### src/rtl/adsr_env.sv
// ADSR envelope generator: 16-bit accumulator stepped on a prescaled tick.
// Gate edges move between phases immediately. When an edge and a tick land on
// the same clock, the edge takes effect and the level is not stepped.
module adsr_env #(
    parameter int unsigned TICK_DIV = 500
) (
    input  logic       clk,
    input  logic       reset,
    input  logic       gate,
    input  logic [7:0] attack_rate,
    input  logic [7:0] decay_rate,
    input  logic [7:0] sustain_level,
    input  logic [7:0] release_rate,
    output logic [7:0] env,
    output logic [2:0] state,
    output logic       active
);

    typedef enum logic [2:0] {
        S_IDLE    = 3'd0,
        S_ATTACK  = 3'd1,
        S_DECAY   = 3'd2,
        S_SUSTAIN = 3'd3,
        S_RELEASE = 3'd4
    } state_t;

    localparam logic [15:0] TICK_LAST = 16'(TICK_DIV - 1);

    state_t      state_q;
    logic [15:0] acc_q;
    logic [15:0] cnt_q;
    logic        gate_q;

    logic        tick;
    logic        rise;
    logic        fall;
    logic [7:0]  rate;
    logic [15:0] step;
    logic [15:0] target;
    logic [16:0] sum;
    logic [16:0] diff;

    always_comb begin
        tick   = (cnt_q == TICK_LAST);
        rise   = gate & ~gate_q;
        fall   = ~gate & gate_q;
        rate   = '0;
        case (state_q)
            S_ATTACK:  rate = attack_rate;
            S_DECAY:   rate = decay_rate;
            S_RELEASE: rate = release_rate;
            default:   rate = '0;
        endcase
        step   = {4'b0000, rate, 4'b0000};
        target = {sustain_level, 8'h00};
        // 17-bit arithmetic exposes carry (attack) and borrow (decay)
        sum    = {1'b0, acc_q} + {1'b0, step};
        diff   = {1'b0, acc_q} - {1'b0, step};
    end

    always_ff @(posedge clk) begin
        if (reset) begin
            state_q <= S_IDLE;
            acc_q   <= '0;
            cnt_q   <= '0;
            gate_q  <= 1'b0;
        end else begin
            cnt_q  <= tick ? '0 : cnt_q + 16'd1;
            gate_q <= gate;
            if (rise) begin
                state_q <= S_ATTACK;
            end else if (fall && (state_q == S_ATTACK || state_q == S_DECAY ||
                                  state_q == S_SUSTAIN)) begin
                state_q <= S_RELEASE;
            end else begin
                case (state_q)
                    S_IDLE: acc_q <= '0;
                    S_ATTACK: if (tick) begin
                        if (attack_rate == 8'd0 || sum[16] || sum[15:0] == 16'hFFFF) begin
                            acc_q   <= '1;
                            state_q <= S_DECAY;
                        end else begin
                            acc_q <= sum[15:0];
                        end
                    end
                    S_DECAY: if (tick) begin
                        if (decay_rate == 8'd0 || diff[16] || diff[15:0] <= target) begin
                            acc_q   <= target;
                            state_q <= S_SUSTAIN;
                        end else begin
                            acc_q <= diff[15:0];
                        end
                    end
                    S_SUSTAIN: acc_q <= target;
                    S_RELEASE: if (tick) begin
                        if (release_rate == 8'd0 || acc_q <= step) begin
                            acc_q   <= '0;
                            state_q <= S_IDLE;
                        end else begin
                            acc_q <= diff[15:0];
                        end
                    end
                    default: begin
                        acc_q   <= '0;
                        state_q <= S_IDLE;
                    end
                endcase
            end
        end
    end

    assign env    = acc_q[15:8];
    assign state  = state_q;
    assign active = (state_q != S_IDLE);

endmodule

### config.mk
export PLATFORM = sky130hd
export DESIGN_NAME = adsr_env
export DESIGN_NICKNAME = d
export VERILOG_FILES = /design/src/rtl/adsr_env.sv
export SDC_FILE = /design/constraint.sdc
export NUM_CORES = 1
export LEC_CHECK = 0
export CAP_MARGIN = 20
export CORE_MARGIN = 3
export CORE_UTILIZATION = 61
export DETAILED_ROUTE_END_ITERATION = 12
export PLACE_DENSITY_LB_ADDON = 0.25
export RECOVER_POWER = 25
export SETUP_SLACK_MARGIN = 0.5
export SLEW_MARGIN = 10
export SYNTH_ARGS = -nofsm -noshare
export SYNTH_HDL_FRONTEND = slang
export SYNTH_SLANG_ARGS = --single-unit
### constraint.sdc
create_clock -name clk -period 10.7 [get_ports clk]
set_input_delay 1.07 -clock clk [delete_from_list [all_inputs] [get_ports clk]]
set_output_delay 1.07 -clock clk [all_outputs]
set_load 0.02 [all_outputs]
* After elaboration in Yosys (flattened, before gate mapping) *
Cells that the tools add are included.

word-level totals
  flip-flop bits (word level) = 36
  input port bits = 35
  output and inout bits = 12
  word-level logic and storage cells = 82

operators by class
  $add $sub $neg = 3
  magnitude comparators = 2
  eq/ne operators = 26
  mux-type cells = 17
  bitwise operators = 7
  reduce and logical (&&, ||, !) cells = 21

operators with widths
  operator                                        count
  2-to-1 mux 16 bit                               6
  case mux 16 bit (4 select lines)                1
  logical NOT 8 bit                               3
  case mux 8 bit (3 select lines)                 1
  2-to-1 mux 3 bit                                7
  AND reduction 7 bit                             3
  adder 16 x 12 -> 17 bit                         1
  subtractor 16 x 12 -> 17 bit                    1
  adder 16 x 1 -> 16 bit, second input constant   1
  == test 16 bit, second input constant           1
  == test 16 x 9 -> 1 bit, second input constant  1
  less-or-equal comparator 16 x 12 -> 1 bit       1
  less-or-equal comparator 16 bit                 1
  case mux 3 bit (4 select lines)                 1
  != test 3 x 1 -> 1 bit, second input constant   3
  != test 2 bit, second input constant            4
  != test 4 x 2 -> 1 bit, second input constant   2
  != test 4 x 3 -> 1 bit, second input constant   2
  != test 4 bit, second input constant            2
  logical OR 1 bit                                7
  == test 3 x 2 -> 1 bit, second input constant   2
  != test 2 x 1 -> 1 bit, second input constant   3
  != test 3 x 2 -> 1 bit, second input constant   2
  != test 3 bit, second input constant            2
  11 further kinds                                18

* Longest topological paths before layout *
  depth after elaboration = 10
  mapped depth = 25
  mapped depth without buffers = 21

* Worst setup path after synthesis *
No wires, ideal clock.

  path type = reg-to-reg
  start point = register state_q[2] (netlist: state[2])
  end point = register acc_q[10]
  arrival time = 4.810 ns
  data required time = 10.580 ns
  slack = 5.770 ns
  cell stages (with the launch flop) = 25
  path buffers = 3
  period minus slack after synthesis = 4.930 ns
  cell sequence = dfxtp_1 clkbuf_1 inv_1 and3_1 buf_2 clkbuf_1 nand2_1 o21ai_0 ha_1 inv_1 fa_1 a211oi_1 nor2_1 o21ai_1 inv_1 nor2_1 xnor2_1 ha_1 nand4_1 or4_4 o221ai_4 o21ai_4 a222oi_1 a2bb2oi_1 nand2_1

between the ends
  word-level cells in the longest chain between the ends = 8
  elaborated cells between the ends (all ways) = 30
  classes of those cells = add/sub: 2; order compare: 2; eq/ne: 8; mux: 8; bitwise: 1; reduce/logical: 9

ends and longest elaborated chain
  item                                                                     RTL line  text
  start: declaration                                                       29        state_t state_q;
  start signal: assignment                                                 63        state_q <= S_IDLE;
  start signal: assignment                                                 71        state_q <= S_ATTACK;
  start signal: assignment                                                 74        state_q <= S_RELEASE;
  == test 3 bit, or another cell as far along                              48, 76
  case mux 8 bit (3 select lines)                                          48        case (state_q)
  subtractor 16 x 12 -> 17 bit or adder 16 x 12 -> 17 bit (tied branches)  58, 57
  less-or-equal comparator 16 bit, or another cell as far along            87        if (decay_rate == 8'd0 || diff[16] || diff[15:0] <= target) begin
  logical OR 1 bit (on tied branches)                                      87, 79
  2-to-1 mux 16 bit (on tied branches)                                     87, 79
  2-to-1 mux 16 bit (on tied branches)                                     86, 78
  case mux 16 bit (4 select lines)                                         76        case (state_q)
  end signal: assignment                                                   83        acc_q <= sum[15:0];
  end signal: assignment                                                   88        acc_q <= target;
  end signal: assignment                                                   91        acc_q <= diff[15:0];
  end: declaration                                                         30        logic [15:0] acc_q;

Parallel ways exist; a longest one is shown, timed or not. The select of a mux whose other input is x is not followed.
A chain may end at the register's enable or synchronous reset.

* Worst setup path after layout *
  start point = register state_q[1] (netlist: state[1])
  end point = register acc_q[12]

The elaborated chain is that of the path after synthesis.

==> reports/qor.csv <==
metric,value,unit
run_status,"finished, final reports clean",
cts_buffers,5,
drive_gt1_share,7.082,%
synthArstFlopShare,0,%
critPathMaxFanout,18,
vias,3442,
initial_core_util,64.74,%
cts_max_path_buffers,2,
min_path_type,register to register,
syn_nets,505,
detail_route.iter0.violations,560,
detailed_place_hpwl,7.547,mm
grt_pass1_wl,15.79,mm
p_leak,1.606,nW
power_density,85.24,nW/µm²
drv_slew,0,
finalCritPeriodShare,56.28,%
ys_ff_latch,33,
seq_area_frac_synth,19.48,%
design.die.area,6489,µm²
io_pins,47,
pre_cts_ws,4.832,ns
startpoint_type,register,
coreArea,5238,µm²
antenna_found_initial,0,
arrival,6.20,ns
synth_enable_flop_cells,0,
route.detailed.wl_per_inst,18.05,µm
finClkSkew,0.005258,ns
irDropWorstVdd,0.00007625,V
slew_headroom,38.98,%
cts_sinks,33,
final_common_cell,nor2_1,
grt_pass1_vias,3146,
maxCapViolations,0,
drtPass1Iterations,7,
syn-instance-count,442,
nNetsFinal,528,
worstSetupEndpointType,register,
final_cell_mix,"nor2_1, clkdlybuf4s50_1, nand2_1",
overflow,0,
ys_warn_count,0,
wl,9.676,mm
syn_area_per_cell,7.671,µm²
ctsHoldBuffers,0,
post_cts_buffers,0,
fillerInstances,444,
final_antenna_net_count,0,
port_buffers,46,
rsz0062_at_grt,false,
syn_area,3391,µm²
hold_viol,0,
cp.required,10.88,ns
setup_ws,4.678,ns
fin_crit,6.022,ns
cts-htree-levels,2,
via_per_inst,6.422,
fp.dieH,80.56,µm
worst_slew_pin_slew,0.9134,ns
grt.total_usage,31.32,%
setup_viol,0,
syn_to_final_growth,13.14,%
synth_cell_types,76,
fmax,166.1,MHz
fin_tns_setup,0,ns
cts.reportedPaths.clkPinSlew,0.07,ns
gp_congestion,0.9183,
clk_latency,0.29,ns
synth_ff_type,dfxtp_1,
rows,26,
clockRootBuffer,clkbuf_8,
die_w,80.56,µm
cts_tree,done,
drc,0,
grt_max_degree,26,
cts_resized,0,
worstSetupPathType,register to register,
diodes,0,
[logic make-up after synthesis]
kind of cell,after synthesis,synth area share (%)
muxes,1,0.2952
adders and majority gates,28,10.77
xor gates and xnor gates,28,7.233
and+or+nand+nor,173,26.31
buffers and inverters,60,8.782
AOI/OAI and AO/OA,119,27.12
DFF,33,19.48
[final cells by class]
type                       instances  area, µm²  area share [%]
multi-input combinational        349       2432           63.41
tap                               70      87.58           2.283
timing repair buffer              46      460.4           12.00
inverter                          30      112.6           2.935
sequential                        33      660.6           17.22
clock inverter                     2      10.01          0.2609
clock buffer                       6      72.57           1.892
[sequential cells by signal, indices dropped and copies added (netlist names)]
| signal | cells |
|---|---|
| state | 3 |
| gate_q | 1 |
| cnt_q | 16 |
| acc_q | 13 |
[layer usage]
layer  global-route usage (%)  up-vias  routed length (µm)  part of all wire, %
li1                         -     1632                   -                    -
met5                        0        -                   0                    0
met2                    48.34      210                4224                   44
met3                    6.502       15                 895                  9.2
met1                    44.38     1585                4392                   45
met4                    7.432        0                 164                  1.7
[synthesized netlist by cell type, types with 3 or more instances]
cell type	instances	area, µm²
nor2_1	47	176.4
nand2_1	43	161.4
dfxtp_1	33	660.6
inv_1	30	112.6
ha_1	26	325.3
a21oi_1	22	110.1
o21ai_0	15	75.07
xnor2_1	15	131.4
a22oi_1	13	97.59
xor2_1	13	113.9
nand3_1	12	60.06
nor2b_1	11	68.82
and3_1	9	56.30
buf_4	9	67.56
clkbuf_1	9	33.78
nand2b_1	8	50.05
nor4_1	8	50.05
buf_2	7	35.03
o211ai_1	7	52.55
a211oi_1	6	45.04
nand4_1	5	31.28
a221oi_1	4	35.03
buf_6	4	45.04
nor3_1	4	20.02
or2_2	4	25.02
or3_1	4	25.02
a211o_1	3	26.28
a21o_1	3	22.52
a31oi_1	3	18.77
nand3b_1	3	22.52
o21a_1	3	22.52
o21ai_1	3	15.01
o21bai_1	3	22.52
[critical path, stage by stage (launching register included)]
cell and delay (ns):
dfxtp_1 0.67, nor2b_1 0.77, a22oi_1 0.22, o21ai_0 0.34, ha_1 0.25, inv_1 0.06, fa_1 0.45, a211oi_1 0.31
nor2_1 0.12, o21ai_1 0.37, inv_1 0.11, nor2_1 0.13, xnor2_1 0.11, ha_1 0.33, nand4_1 0.10, or4_4 0.44
o221ai_4 0.26, o21ai_4 0.21, a222oi_1 0.38, a2bb2oi_1 0.19, nand2_1 0.07
[power by group]
group	internal (mW)	switching, mW
clock network	0.0451	0.0499
logic	0.0455	0.0591
registers	0.124	0.00302
total	0.215	0.112
[path summary, 6_finish.rpt]
check | start | depth (start not counted) | to | slack, ns
min | cnt_q[0] | 1 | cnt_q[0] | 0.44
min reg2reg | cnt_q[0] | 1 | cnt_q[0] | 0.44
max | state[1] | 20 | acc_q[12] | 4.68
max reg2reg | state[1] | 20 | acc_q[12] | 4.68
[stage by stage]
| step | cell area, µm² | total power, mW | util [%] | instances | hold slack [ns] |
|---|---|---|---|---|---|
| finish | 3836 | 0.3270 | 73.24 | 536 | 0.4431 |
| global placement | 3754 | 0.2301 | 71.67 | 528 | 0.4300 |
| floorplan | 3391 | 0.1991 | - | 442 | 0.4175 |
| detailed placement | 3754 | 0.2312 | 71.67 | 528 | 0.4323 |
| CTS | 3836 | 0.3242 | 73.24 | 536 | 0.4468 |
| global route | 3836 | 0.3433 | 73.24 | 536 | 0.4769 |
No activity file was read; power rests on OpenSTA's default activity.
==> RTL change 1, RTL diff (config.mk and constraints unchanged) <==
Make the reset (`reset`) asynchronous in one clocked block.
--- a/src/rtl/adsr_env.sv
+++ b/src/rtl/adsr_env.sv
@@ -58,7 +58,7 @@
         diff   = {1'b0, acc_q} - {1'b0, step};
     end
 
-    always_ff @(posedge clk) begin
+    always_ff @(posedge clk or posedge reset) begin
         if (reset) begin
             state_q <= S_IDLE;
             acc_q   <= '0;
Function: differs if reset is asserted again (counterexample within 4 cycles, from zero or initial values and one cycle with reset high); with reset held inactive, the same outputs for 10 cycles.
==> RTL change 1 against the original RTL <==
- setup slack better by 77 ps
- critical path depth is 1 lower
- critical endpoint is now acc_q[13]
- clock skew is 3.8 ps higher
- final area is 2.7% higher
- sequential cell count stayed put
- synthesized area is 0.18% higher
- the flow now finishes with violations (max-capacitance violations, max-slew violations)
- highest routed layer unchanged
- wire length is 4.2% higher
Power is not compared: it rests on default switching activity, and its combinational part moved more than twofold at a synthesized area within 25%.
==> RTL change 1: results <==
{
  "run_status": "finished, violations left",
  "violations": "max-capacitance violations, max-slew violations",
  "hold_path_end": "cnt_q[0]",
  "fin_worst_skew_ps": 9.08,
  "place_congestion": 1.04,
  "drv_cap": 1,
  "routed_wl_um": 10100,
  "reg2reg_to": "acc_q[13]",
  "grt_pass1_vias": 3424,
  "dr_wl_met2_um": 4400,
  "post-place-ws_ps": 4550,
  "gr-usage-met1_pct": 43.2,
  "synth-xor-area-share_pct": 7.22,
  "viasPerCell": 6.79,
  "avgSynthCellArea_um2": 8.03,
  "grt_first_pass_wirelength_um": 16200,
  "seq_area_frac_synth_pct": 24.3,
  "dieWidth_um": 80.6,
  "crit_path_start": "decay_rate[1]",
  "ys_top_cells_by_count": "nor2_1 (44), a21oi_1 (35), dfrtp_1 (33)",
  "synthMuxAreaShare_pct": 0,
  "final_max_slew_viol_count": 34,
  "worstHoldStart": "cnt_q[0]",
  "wl_met3_um": 984,
  "slew-limit-headroom_pct": -25.2,
  "grt_max_degree": 34,
  "use_met2_pct": 51.3,
  "synth_flop_cell": "dfrtp_1",
  "nNetsFinal": 515,
  "drive_gt1_share_pct": 5.07,
  "wl_per_cell_um": 19.3,
  "syn-num-nets": 485
}
## RTL change 1: cell types whose count changed after synthesis, moves of 4 or more
| cell | change |
|---|---|
| nand2_1 | -20 |
| a221o_1 | +4 |
| dfxtp_1 | -33 |
| clkbuf_1 | +4 |
| o21ai_0 | -6 |
| a221oi_1 | +4 |
| dfrtp_1 | +33 |
| xnor2_1 | +4 |
| a21oi_1 | +13 |
| and2_1 | +5 |
| nor2b_1 | -5 |
| nor4_1 | +4 |
| a22oi_1 | -4 |
| xor2_1 | -4 |
## RTL change 1: power breakdown
| part | switching [mW] | internal [mW] |
|---|---|---|
| registers | 0.0150 | 0.128 |
| logic | 0.272 | 0.165 |
| clock network | 0.0533 | 0.0697 |
## RTL change 1: cell type report
class	count	share of cell area [%]
tap	70	2.22
timing repair buffer	49	12.2
clock inverter	3	1.18
inverter	30	2.86
sequential	33	21.0
multi-input combinational	334	58.9
clock buffer	5	1.75
## RTL change 1: worst register-to-register path: stages, from the launching register on
cell,delay (ps)
dfrtp_1,660
nand2b_1,180
nor2_1,600
nand2_1,120
o21ai_0,170
ha_1,250
inv_1,60
fa_1,420
a211oi_1,230
nor2_1,110
o311a_1,340
nor4_1,240
xor2_1,250
ha_1,300
nand4_1,110
nor4_1,70
o21ai_1,140
o311ai_1,190
o31ai_2,880
a2111oi_0,260
o22ai_1,230
## RTL change 1: metrics by stage
step                utilization (%)  area [um2]  hold slack [ps]  power [mW]
finish                         75.2        3940              498       0.703
global route                   75.2        3940              534       0.750
CTS                            75.1        3940              505       0.692
detailed placement             72.9        3820              495       0.568
global placement               72.9        3820              492       0.564
floorplan                         -        3400              447       0.453
==> RTL change 2, RTL diff (same settings) <==
Without the edit above. Change the parameter `TICK_DIV` from 500 to 250.
--- a/src/rtl/adsr_env.sv
+++ b/src/rtl/adsr_env.sv
@@ -2,7 +2,7 @@
 // Gate edges move between phases immediately. When an edge and a tick land on
 // the same clock, the edge takes effect and the level is not stepped.
 module adsr_env #(
-    parameter int unsigned TICK_DIV = 500
+    parameter int unsigned TICK_DIV = 250
 ) (
     input  logic       clk,
     input  logic       reset,
Formal check against the unedited RTL: same outputs for any inputs over 10 cycles, from zero or initial values and one cycle with reset high; that may be too few to reach the edited logic, so the function may still have changed.
==> RTL change 2 against the original RTL <==
- final area shrank 1.4%
- wire length shrank 4.0%
- clock power grew 27%
- non-clock buffer count grew 2
- clock skew grew 4.1 ps
- highest routed layer unchanged
- sequential share of layout area grew 0.24 points
- setup slack gained 660 ps
- synthesized area shrank 2.7%
- total power shrank 3.6%
- sequential cell count is the same
==> RTL change 2: results <==
{
  "run_status": "completed",
  "min_delay_path_depth": 2,
  "vdd_drop_max_v": 0.0000815,
  "track_usage_pct": 31.0,
  "seq_area_frac_synth_pct": 20.0,
  "routed_wl_um": 9290,
  "antenna_found_initial": 0,
  "netlist_instances": 434,
  "wl_met3_um": 668,
  "cp.arrival_ps": 5550,
  "timing.rr.start": "state[1]",
  "p_leak_nw": 1.56,
  "cp_max_fo": 8,
  "fin_worst_skew_ps": 9.33,
  "post-cts-setup-buffer-count": 0,
  "synth_area_leaders": "dfxtp_1 (20%), ha_1 (10%), nor2_1 (5.8%)",
  "viasPerCell": 6.15,
  "cts_max_path_buffers": 2,
  "grt_first_pass_wirelength_um": 15400,
  "grt_max_degree": 18,
  "nNetsFinal": 523,
  "syn-num-nets": 498,
  "place_congestion": 1.03,
  "clk_pin_slew_ps": 80,
  "highest-signal-layer": "met4",
  "worstHoldStart": "acc_q[4]",
  "top_register": "cnt_q",
  "synth_flop_cell": "dfxtp_1",
  "numPortBuffers": 46,
  "holdWs_ps": 479,
  "wl_per_cell_um": 17.5,
  "yosysWarningCount": 0,
  "m1WireLength_um": 3910,
  "first_pass_iters": 5,
  "hpwl_um": 7300,
  "ys_top_cells_by_count": "nor2_1 (51), nand2_1 (44), dfxtp_1 (33)",
  "placed_cells": 522,
  "root_buffer": "clkbuf_8",
  "h-tree-depth": 2,
  "hold_path_end": "acc_q[4]",
  "drive_gt1_share_pct": 5.43,
  "reg2reg_slack_ps": 5390,
  "slew-limit-headroom_pct": 50.9,
  "synth_cell_types": 65,
  "synthArstFlopShare_pct": 0,
  "reg2reg_to": "acc_q[14]",
  "antenna_cells": 0,
  "grt_pass1_vias": 3205,
  "dr_wl_met2_um": 4420,
  "detail_route.iter0.violations": 479,
  "p_sw_mw": 0.0895,
  "largest_register_ffs": 16
}
RTL change 2: cell families (layout without fill, tap and decap cells):
logic type,Yosys count,count (layout),synth area share [%]
flip-flops,33,33,20.0
XOR/XNOR,32,32,8.73
AO/OA/AOI/OAI,106,106,23.1
buffers and inverters,55,81,8.69
adder cells (fa/ha/maj),29,29,11.5
multiplexers,1,1,0.341
AND/OR/NAND/NOR,178,178,27.7
RTL change 2: how the worst max path moves through the flow:
stage,from,end,slack [ps]
CTS,decay_rate[0],acc_q[14],5450
global placement,decay_rate[0],acc_q[6],5300
detailed placement,decay_rate[0],acc_q[6],5170
finish,decay_rate[0],acc_q[14],5340
floorplan,state[0],state[0],6100
global route,state[1],acc_q[14],4950
RTL change 2: per-layer routing:
metal,vias up,GRT usage (%)
met4,0,11.7
met5,-,0
met2,141,51.5
met3,25,7.11
li1,1592,-
met1,1499,38.8
RTL change 2: per-stage QoR:
step / setup WS (ps) / cell area (um2)
finish: 5340 / 3780
global route: 4950 / 3780
CTS: 5450 / 3780
detailed placement: 5170 / 3670
global placement: 5300 / 3670
floorplan: 6100 / 3300
RTL change 2: layout make-up:
type,instances,area [um2]
tap,70,87.6
multi-input combinational,346,2350
sequential,33,661
clock buffer,5,68.8
clock inverter,3,46.3
inverter,25,93.8
timing repair buffer,48,475
fill,430,1390
RTL change 2: worst max-delay path: stages:
cell and delay (ps):
clkdlybuf4s50_1 490, a22oi_1 90, o21ai_0 340, ha_1 240
inv_1 60, fa_1 440, nand3_1 140, and2_1 170
o21bai_1 70, a21oi_1 190, xnor2_1 210, ha_1 290
nand2_1 90, o21bai_1 130, a21oi_1 110, a211oi_1 370
nor2_1 90, nor2_1 490, a221oi_1 190, a221oi_1 270
RTL change 2: power groups by stage:
stage	clock network [mW]	logic, mW	registers, mW
6_report	0.121	0.0686	0.126
3_3_place_gp	0	0.0653	0.129
4_1_cts	0.123	0.0674	0.126
3_5_place_dp	0	0.0663	0.129
5_1_grt	0.126	0.0747	0.126
2_1_floorplan	0	0.0417	0.128
